**src/rtl/osc_capture_ctrl_if.sv**
```systemverilog
// Control, sample and readout signals of the oscilloscope capture controller.
// master = stimulus/host side, slave = osc_capture_ctrl.
interface osc_capture_ctrl_if #(
  parameter int unsigned AW = 8
) ();
  logic          arm;
  logic          abort;
  logic [7:0]    trig_level;
  logic [AW-1:0] pre_len;
  logic [7:0]    sample;
  logic          sample_vld;
  logic [7:0]    tx_data;
  logic          tx_valid;
  logic          tx_ready;
  logic [2:0]    state;
  logic          done;

  modport master (
    output arm, abort, trig_level, pre_len, sample, sample_vld, tx_ready,
    input  tx_data, tx_valid, state, done
  );

  modport slave (
    input  arm, abort, trig_level, pre_len, sample, sample_vld, tx_ready,
    output tx_data, tx_valid, state, done
  );
endinterface

```
**src/rtl/osc_capture_ctrl.sv**
```systemverilog
// Triggered circular-buffer sample capture with pre-trigger history and
// oldest-first byte readout over a valid/ready stream.
module osc_capture_ctrl #(
  parameter int unsigned DEPTH = 256
) (
  input logic               clk,
  input logic               rst_n,
  osc_capture_ctrl_if.slave bus
);
  localparam int unsigned AW = $clog2(DEPTH);
  localparam int unsigned CW = AW + 1;
  localparam logic [CW-1:0] DEPTH_C = CW'(DEPTH);

  typedef enum logic [2:0] {
    S_IDLE  = 3'd0,
    S_PRE   = 3'd1,
    S_ARMED = 3'd2,
    S_POST  = 3'd3,
    S_READ  = 3'd4
  } state_e;

  state_e state_q, state_n;

  logic [7:0]    mem [DEPTH];
  logic [7:0]    rd_q;
  logic [7:0]    trig_q, trig_n;
  logic [AW-1:0] pre_q, pre_n;
  logic [AW-1:0] wptr_q, wptr_n;
  logic [AW-1:0] rptr_q, rptr_n;
  logic [CW-1:0] cnt_q, cnt_n;
  logic [7:0]    prev_q, prev_n;
  logic          prev_ok_q, prev_ok_n;
  logic          fetched_q, fetched_n;
  logic [7:0]    tx_data_q, tx_data_n;
  logic          tx_valid_q, tx_valid_n;
  logic          done_q, done_n;

  logic          wr_en_c;
  logic          trigger_c;
  logic          accept_c;
  logic          load_c;
  logic [CW-1:0] post_len_c;
  logic [CW-1:0] cnt_inc_c;

  assign post_len_c = DEPTH_C - CW'(pre_q);
  assign cnt_inc_c  = cnt_q + CW'(1);
  assign trigger_c  = (state_q == S_ARMED) && bus.sample_vld && prev_ok_q &&
                      (prev_q < trig_q) && (bus.sample >= trig_q);
  assign accept_c   = tx_valid_q && bus.tx_ready;
  // rd_q is only trusted one cycle after rptr settles; cnt counts bytes loaded.
  assign load_c     = (state_q == S_READ) && fetched_q &&
                      (!tx_valid_q || bus.tx_ready) && (cnt_q != DEPTH_C);

  // State register
  always_ff @(posedge clk or negedge rst_n) begin
    if (!rst_n) state_q <= S_IDLE;
    else        state_q <= state_n;
  end

  // Next-state logic; abort overrides every other event
  always_comb begin
    state_n = state_q;
    if (bus.abort) begin
      state_n = S_IDLE;
    end else begin
      unique case (state_q)
        S_IDLE:  if (bus.arm) state_n = (bus.pre_len == '0) ? S_ARMED : S_PRE;
        S_PRE:   if (bus.sample_vld && (cnt_inc_c == CW'(pre_q))) state_n = S_ARMED;
        S_ARMED: if (trigger_c) state_n = (post_len_c == CW'(1)) ? S_READ : S_POST;
        S_POST:  if (bus.sample_vld && (cnt_inc_c == post_len_c)) state_n = S_READ;
        S_READ:  if (accept_c && (cnt_q == DEPTH_C)) state_n = S_IDLE;
        default: state_n = S_IDLE;
      endcase
    end
  end

  // Datapath / output next values
  always_comb begin
    trig_n     = trig_q;
    pre_n      = pre_q;
    wptr_n     = wptr_q;
    rptr_n     = rptr_q;
    cnt_n      = cnt_q;
    prev_n     = prev_q;
    prev_ok_n  = prev_ok_q;
    fetched_n  = fetched_q;
    tx_data_n  = tx_data_q;
    tx_valid_n = tx_valid_q;
    done_n     = 1'b0;
    wr_en_c    = 1'b0;
    if (bus.abort) begin
      tx_valid_n = 1'b0;
      fetched_n  = 1'b0;
    end else begin
      unique case (state_q)
        S_IDLE: begin
          if (bus.arm) begin
            trig_n    = bus.trig_level;
            pre_n     = bus.pre_len;
            wptr_n    = '0;
            rptr_n    = '0;
            cnt_n     = '0;
            prev_ok_n = 1'b0;
          end
        end
        S_PRE, S_ARMED: begin
          if (bus.sample_vld) begin
            wr_en_c   = 1'b1;
            wptr_n    = wptr_q + AW'(1);
            prev_n    = bus.sample;
            prev_ok_n = 1'b1;
            if (state_q == S_PRE) begin
              cnt_n = cnt_inc_c;
            end else if (trigger_c) begin
              cnt_n = CW'(1);
              if (post_len_c == CW'(1)) begin
                rptr_n    = wptr_q + AW'(1);
                cnt_n     = '0;
                fetched_n = 1'b0;
              end
            end
          end
        end
        S_POST: begin
          if (bus.sample_vld) begin
            wr_en_c = 1'b1;
            wptr_n  = wptr_q + AW'(1);
            cnt_n   = cnt_inc_c;
            // Position after the final write is the oldest sample in the buffer
            if (cnt_inc_c == post_len_c) begin
              rptr_n    = wptr_q + AW'(1);
              cnt_n     = '0;
              fetched_n = 1'b0;
            end
          end
        end
        S_READ: begin
          fetched_n = !load_c;
          if (accept_c) tx_valid_n = 1'b0;
          if (load_c) begin
            tx_data_n  = rd_q;
            tx_valid_n = 1'b1;
            rptr_n     = rptr_q + AW'(1);
            cnt_n      = cnt_inc_c;
          end
          if (accept_c && (cnt_q == DEPTH_C)) done_n = 1'b1;
        end
        default: ;
      endcase
    end
  end

  // Datapath registers
  always_ff @(posedge clk or negedge rst_n) begin
    if (!rst_n) begin
      trig_q     <= '0;
      pre_q      <= '0;
      wptr_q     <= '0;
      rptr_q     <= '0;
      cnt_q      <= '0;
      prev_q     <= '0;
      prev_ok_q  <= 1'b0;
      fetched_q  <= 1'b0;
      tx_data_q  <= '0;
      tx_valid_q <= 1'b0;
      done_q     <= 1'b0;
    end else begin
      trig_q     <= trig_n;
      pre_q      <= pre_n;
      wptr_q     <= wptr_n;
      rptr_q     <= rptr_n;
      cnt_q      <= cnt_n;
      prev_q     <= prev_n;
      prev_ok_q  <= prev_ok_n;
      fetched_q  <= fetched_n;
      tx_data_q  <= tx_data_n;
      tx_valid_q <= tx_valid_n;
      done_q     <= done_n;
    end
  end

  // Sample buffer: contents are never reset, read is registered
  always_ff @(posedge clk) begin
    if (wr_en_c) mem[wptr_q] <= bus.sample;
    rd_q <= mem[rptr_q];
  end

  assign bus.state    = state_q;
  assign bus.tx_data  = tx_data_q;
  assign bus.tx_valid = tx_valid_q;
  assign bus.done     = done_q;
endmodule

```
**src/flat_wrapper.sv**
```systemverilog
// flat-port wrapper written by rule: the top's interface ports become plain ports
module osc_capture_ctrl_flat 
#(
  parameter int unsigned DEPTH = 256
)
  (clk, rst_n, bus_arm, bus_abort, bus_trig_level, bus_pre_len, bus_sample, bus_sample_vld, bus_tx_ready, bus_tx_data, bus_tx_valid, bus_state, bus_done);
  osc_capture_ctrl_if bus_i ();
  input logic clk;
  input logic rst_n;
  input wire logic [$bits(bus_i.arm)-1:0] bus_arm;
  input wire logic [$bits(bus_i.abort)-1:0] bus_abort;
  input wire logic [$bits(bus_i.trig_level)-1:0] bus_trig_level;
  input wire logic [$bits(bus_i.pre_len)-1:0] bus_pre_len;
  input wire logic [$bits(bus_i.sample)-1:0] bus_sample;
  input wire logic [$bits(bus_i.sample_vld)-1:0] bus_sample_vld;
  input wire logic [$bits(bus_i.tx_ready)-1:0] bus_tx_ready;
  output wire logic [$bits(bus_i.tx_data)-1:0] bus_tx_data;
  output wire logic [$bits(bus_i.tx_valid)-1:0] bus_tx_valid;
  output wire logic [$bits(bus_i.state)-1:0] bus_state;
  output wire logic [$bits(bus_i.done)-1:0] bus_done;
  assign bus_i.arm = bus_arm;
  assign bus_i.abort = bus_abort;
  assign bus_i.trig_level = bus_trig_level;
  assign bus_i.pre_len = bus_pre_len;
  assign bus_i.sample = bus_sample;
  assign bus_i.sample_vld = bus_sample_vld;
  assign bus_i.tx_ready = bus_tx_ready;
  assign bus_tx_data = bus_i.tx_data;
  assign bus_tx_valid = bus_i.tx_valid;
  assign bus_state = bus_i.state;
  assign bus_done = bus_i.done;
  osc_capture_ctrl #(.DEPTH(DEPTH)) u_core (.clk(clk), .rst_n(rst_n), .bus(bus_i));
endmodule
```
**config.mk**
```make
export PLATFORM = sky130hd
export DESIGN_NAME = osc_capture_ctrl_flat
export DESIGN_NICKNAME = d
export VERILOG_FILES = /design/src/rtl/osc_capture_ctrl_if.sv /design/src/rtl/osc_capture_ctrl.sv /design/src/flat_wrapper.sv
export SDC_FILE = /design/constraint.sdc
export NUM_CORES = 2
export LEC_CHECK = 0
export CORE_AREA = 4 4 389 391
export CTS_CLUSTER_SIZE = 20
export DETAILED_ROUTE_END_ITERATION = 12
export DIE_AREA = 0 0 393 395
export PLACE_DENSITY = 0.7
export RECOVER_POWER = 25
export SYNTH_ARGS = -nofsm -noshare
export SYNTH_HDL_FRONTEND = slang
export SYNTH_SLANG_ARGS = --single-unit
export TNS_END_PERCENT = 10
```
**constraint.sdc**
```tcl
create_clock -name clk -period 4.14 [get_ports clk]
set_clock_uncertainty 0.05 [all_clocks]
set_input_delay 1.242 -clock clk [delete_from_list [all_inputs] [get_ports clk]]
set_output_delay 1.242 -clock clk [all_outputs]
set_load 0.02 [all_outputs]
```
# After elaboration in Yosys (flattened, before gate mapping)
# Memory sizes are Yosys's and may differ from the RTL's. A register that Yosys moved wholly into a read port is not among the register bits.
# Index checks and enable logic that the tools add are counted.
# Widths: inputs -> output; s select.
# classes
add_sub_neg	4
n_reduce_logical	34
order_cmp	2
mux	52
bitwise	1
eq_ne	30
# op_table
cell	n
$mux 8	9
$mux 9	7
$pmux 9 s4	1
$pmux 8 s4	1
$mux 1	22
$mux 3	7
$ne 3x2->1 const B	6
$add 8x1->8 const B	2
$pmux 8 s2	1
$ne 3x3->1 const B	5
$pmux 3 s5	1
$reduce_and 7->1	2
$logic_and 1x1->1	11
$ne 2x1->1 const B	5
$reduce_and 10->1	1
$add 9x1->9 const B	1
$eq 9x1->1 const B	1
$eq 9x8->1	1
$eq 9x9->1	1
$eq 9x9->1 const B	1
$ne 9x9->1 const B	1
$reduce_and 3->1	3
$sub 9x8->9 const A	1
$ge 8x8->1	1
other kinds (22)	31
# word_totals
n_memories	1
ram_bits	2048
ff_bits	64
output_inout_bits	13
# mem_list
name	words	word_bits	rd	rd_clocked_by_memory_dff	wr	line	rtl
u_core.mem	256	8	1	1	1	osc_capture_ctrl.sv:24	logic [7:0] mem [DEPTH];

# Depth between registers and ports, before layout
# depth
ltp_word	10
ltp_mapped	12
ltp_nobuf	10

# Worst setup path before layout
# OpenSTA, ideal clock, no wires.
# synth_path
path_kind	input-to-reg
from	in bus_sample[0]
to	reg u_core.cnt_q[0]
slack_ns	0.661
n_path_buf	1
cell_stages	10
arrival_ns	3.294
required_time_ns	3.955
cell_sequence	inv_1 > ha_1 > nand2b_1 > a211oi_1 > o21ai_0 > a2111oi_0 > a2111o_1 > clkbuf_1 > mux2i_1 > o31ai_1
# synth_between
elab_chain_cells	4
# synth_lines
item	line	rtl
start, declared	flat_wrapper.sv:14	input wire logic [$bits(bus_i.sample)-1:0] bus_sample;
$ge 8x8->1	osc_capture_ctrl.sv:48	(prev_q < trig_q) && (bus.sample >= trig_q);
$logic_and 1x1->1	osc_capture_ctrl.sv:48	
$ne 3x1->1 (no line)	-	
$reduce_and 7->1 (no line)	-	
end signal, assigned	osc_capture_ctrl.sv:172	cnt_q <= cnt_n;
end, declared	osc_capture_ctrl.sv:30	logic [CW-1:0] cnt_q, cnt_n;
# No other way between the ends.
# A chain may end at the register's enable or synchronous reset.

==> results.json <==
{
  "status": "finished, violations left",
  "violations": "max-capacitance violations, max-slew violations",
  "root_buffer": "clkbuf_16",
  "ys_async_sr_fraction_pct": 3.02,
  "synth_top_family_by_area": "multiplexers",
  "hold_buffers": 0,
  "clock_path_buffers": 3,
  "portBuffers": 42,
  "pwr-share-seq_pct": 47.7,
  "syn_area_um2": 83700,
  "cts_post_setup_buffers_inserted": 0,
  "p_comb_share_pct": 18.3,
  "fin_crit_sh_pct": 93.8,
  "synth-xor-area-share_pct": 0.368,
  "synth_common_cells": "edfxtp_1 (2,048), mux2i_1 (481), nor2_1 (305)",
  "ys_ff_latch": 2120,
  "fin_util_pct": 64.8,
  "cts_buffers": 203,
  "cts.sinks": 2120,
  "rsz0062_at_grt": "no",
  "internal_power_mw": 37.3,
  "yosysWarnings": 0,
  "cp-start-kind": "flop",
  "end_kind": "flop",
  "holdCritPathClass": "reg -> reg",
  "finalSetupTns_ps": 0,
  "ios": 43,
  "finalWeightedCongestion": 0.873,
  "yosysMostFrequentCell": "edfxtp_1",
  "worst_slew_pin_slew_ps": 2730,
  "pre_cts_slack_ps": 192,
  "drt_wl_total_um": 209000,
  "synth_cell_types": 73,
  "fp.coreArea_um2": 147000,
  "crit_arrival_ps": 4490,
  "fmax_mhz": 258,
  "cts_resized": 0,
  "dieArea_um2": 155000,
  "setup_violations": 0,
  "pwr-share-clk_pct": 34.0,
  "ys_seq_area_share_pct": 75.6,
  "grt_pass1_wl_um": 306000,
  "yosys.area_share.adder_pct": 0.359,
  "synth_nets": 4527,
  "start_util_pct": 56.7,
  "viasPerCell": 6.48,
  "synth_top_area_cell": "edfxtp_1",
  "yosys.area_share.simple_pct": 3.33,
  "synth_edf_count": 2048,
  "antenna_left": 0,
  "synth_compound_area_share_pct": 4.98,
  "final_nets": 4980,
  "finalMaxSlewViolations": 724,
  "hold-worst-slack_ps": 414,
  "totalPowerFinal_mw": 50.6,
  "die_x_um": 393,
  "drt_iter0_drc": 6105,
  "path_clk_slew_ps": 60,
  "ys.flop_type": "edfxtp_1",
  "cts_tree": "yes",
  "h-tree-depth": 4,
  "die_y_um": 395,
  "avgRoutedWirePerCell_um": 29.7,
  "grt_max_degree": 191,
  "post-route-min-period_ps": 3880,
  "hpwlAfterDp_um": 127000,
  "synthMuxAreaShare_pct": 13.8,
  "p_sw_mw": 13.2,
  "layout-drive-gt1-share_pct": 21.5,
  "r2r_setup_slack_ps": 260,
  "swShare_pct": 26.2,
  "critPathMaxFanout": 29,
  "yosysTopAreaCellShare_pct": 73.5,
  "syn_to_final_growth_pct": 14.2,
  "setup_slack_ps": 259,
  "grt.total_usage_pct": 27.0,
  "critical_path_class": "reg -> reg",
  "vdd_drop_max_uv": 434,
  "syn_avg_cell_area_um2": 18.7,
  "clk_latency_ps": 830,
  "dr.pass1.iters": 6,
  "drc_errors": 0,
  "vias": 45500,
  "fp-row-count": 141,
  "synth.top_cells.by_area": "edfxtp_1 (74%), mux4_2 (7.6%), mux2i_1 (5.8%)",
  "powerDensity_nw_per_um2": 529,
  "maxCapViolations": 9,
  "p_leak_nw": 30.8,
  "synth_cells": 4473,
  "finalHoldViolCount": 0,
  "crit_required_ps": 4750,
  "grt_pass1_vias": 44400,
  "antenna_found_initial": 8,
  "grt_overflow": 0,
  "max-slew-margin-rel_pct": -82.2
}
## layer usage
layer	track usage, %	share of wire, %	vias up	routed length [um]
li1	-	-	19300	-
met3	5.82	9.9	388	20600
met2	41.0	46	2398	97000
met1	39.6	40	23400	83900
met4	9.03	3.4	8	7050
met5	0	0.027	-	57
## logic make-up (layout without fill, tap and decap cells)
| logic type | Yosys count | after routing |
|---|---|---|
| AND/OR/NAND/NOR | 613 | 613 |
| XOR/XNOR | 33 | 33 |
| multiplexers | 797 | 797 |
| AO/OA/AOI/OAI | 582 | 582 |
| flip-flops | 2120 | 2120 |
| other | 0 | 5 |
| adder cells (fa/ha/maj) | 24 | 24 |
| buffers and inverters | 304 | 917 |
## registers in the layout, summed over array words and instances (netlist names), 3 cells and up
name and count:
u_core.mem 2048, u_core.cnt_q 9, u_core.bus.tx_data 8, u_core.pre_q 8, u_core.prev_q 8, u_core.rd_q 8
u_core.rptr_q 8, u_core.trig_q 8, u_core.wptr_q 8, u_core.bus.state 3
## power by group through the flow
stage | Combinational, mW | Clock [mW] | Sequential, mW
floorplan | 6.28 | 0 | 24.3
global placement | 9.16 | 0 | 24.5
detailed placement | 9.24 | 0 | 24.5
CTS | 9.26 | 17.4 | 24.1
global route | 9.79 | 18.4 | 24.1
finish | 9.25 | 17.2 | 24.1
## final cells by class
cell class | count | area [um^2]
clock inverters | 98 | 737
multi-input cells | 2049 | 19200
well taps | 1930 | 2410
flip-flops and latches | 2120 | 63300
repair buffers | 529 | 4440
fillers | 9825 | 52000
clock buffers | 267 | 5360
diodes | 5 | 12.5
inverters | 23 | 93.8
## through the flow
step	instances	instance area [um^2]
detailed placement	6651	89500
floorplan	4473	83700
CTS	7016	95600
finish	7021	95500
global placement	6651	89500
global route	7019	95500
## critical path, cell delays in order (launching register included)
cell and delay (ps):
dfrtp_4 850, buf_12 330, buf_12 230, mux2i_1 120, o221ai_1 390, a21oi_1 130, nor3_1 500, nor4_1 210
nand3_1 150, o31ai_1 150, a211oi_1 550
## final timing paths
kind	from	to	cells past startpoint
min in group asynchronous	rst_n	u_core.pre_q[5]	1
worst max register to register	u_core.rptr_q[0]	u_core.rd_q[5]	10
worst max-delay path	u_core.rptr_q[0]	u_core.rd_q[5]	10
worst min register to register	u_core.rd_q[6]	u_core.bus.tx_data[6]	1
worst min-delay path	u_core.rd_q[6]	u_core.bus.tx_data[6]	1
max in group asynchronous	rst_n	u_core.bus.tx_data[1]	1
## cell usage in the layout (no fill, tap or decap), drive strengths merged, types with 14 or more instances in the layout
cell              n
o21ai            32
o31ai            31
clkbuf          286
inv              30
dfrtp            64
clkinv           83
ha               24
o221ai          229
xor2             14
a21oi           120
xnor2            19
edfxtp         2048
mux4            283
clkdlybuf4s50    33
nor2            306
or3              19
nor3            103
nand3            15
o22ai           125
a211oi           14
buf             476
nor4             32
mux2             33
nand2            81
mux2i           481
(Power assumes the default switching activity.)
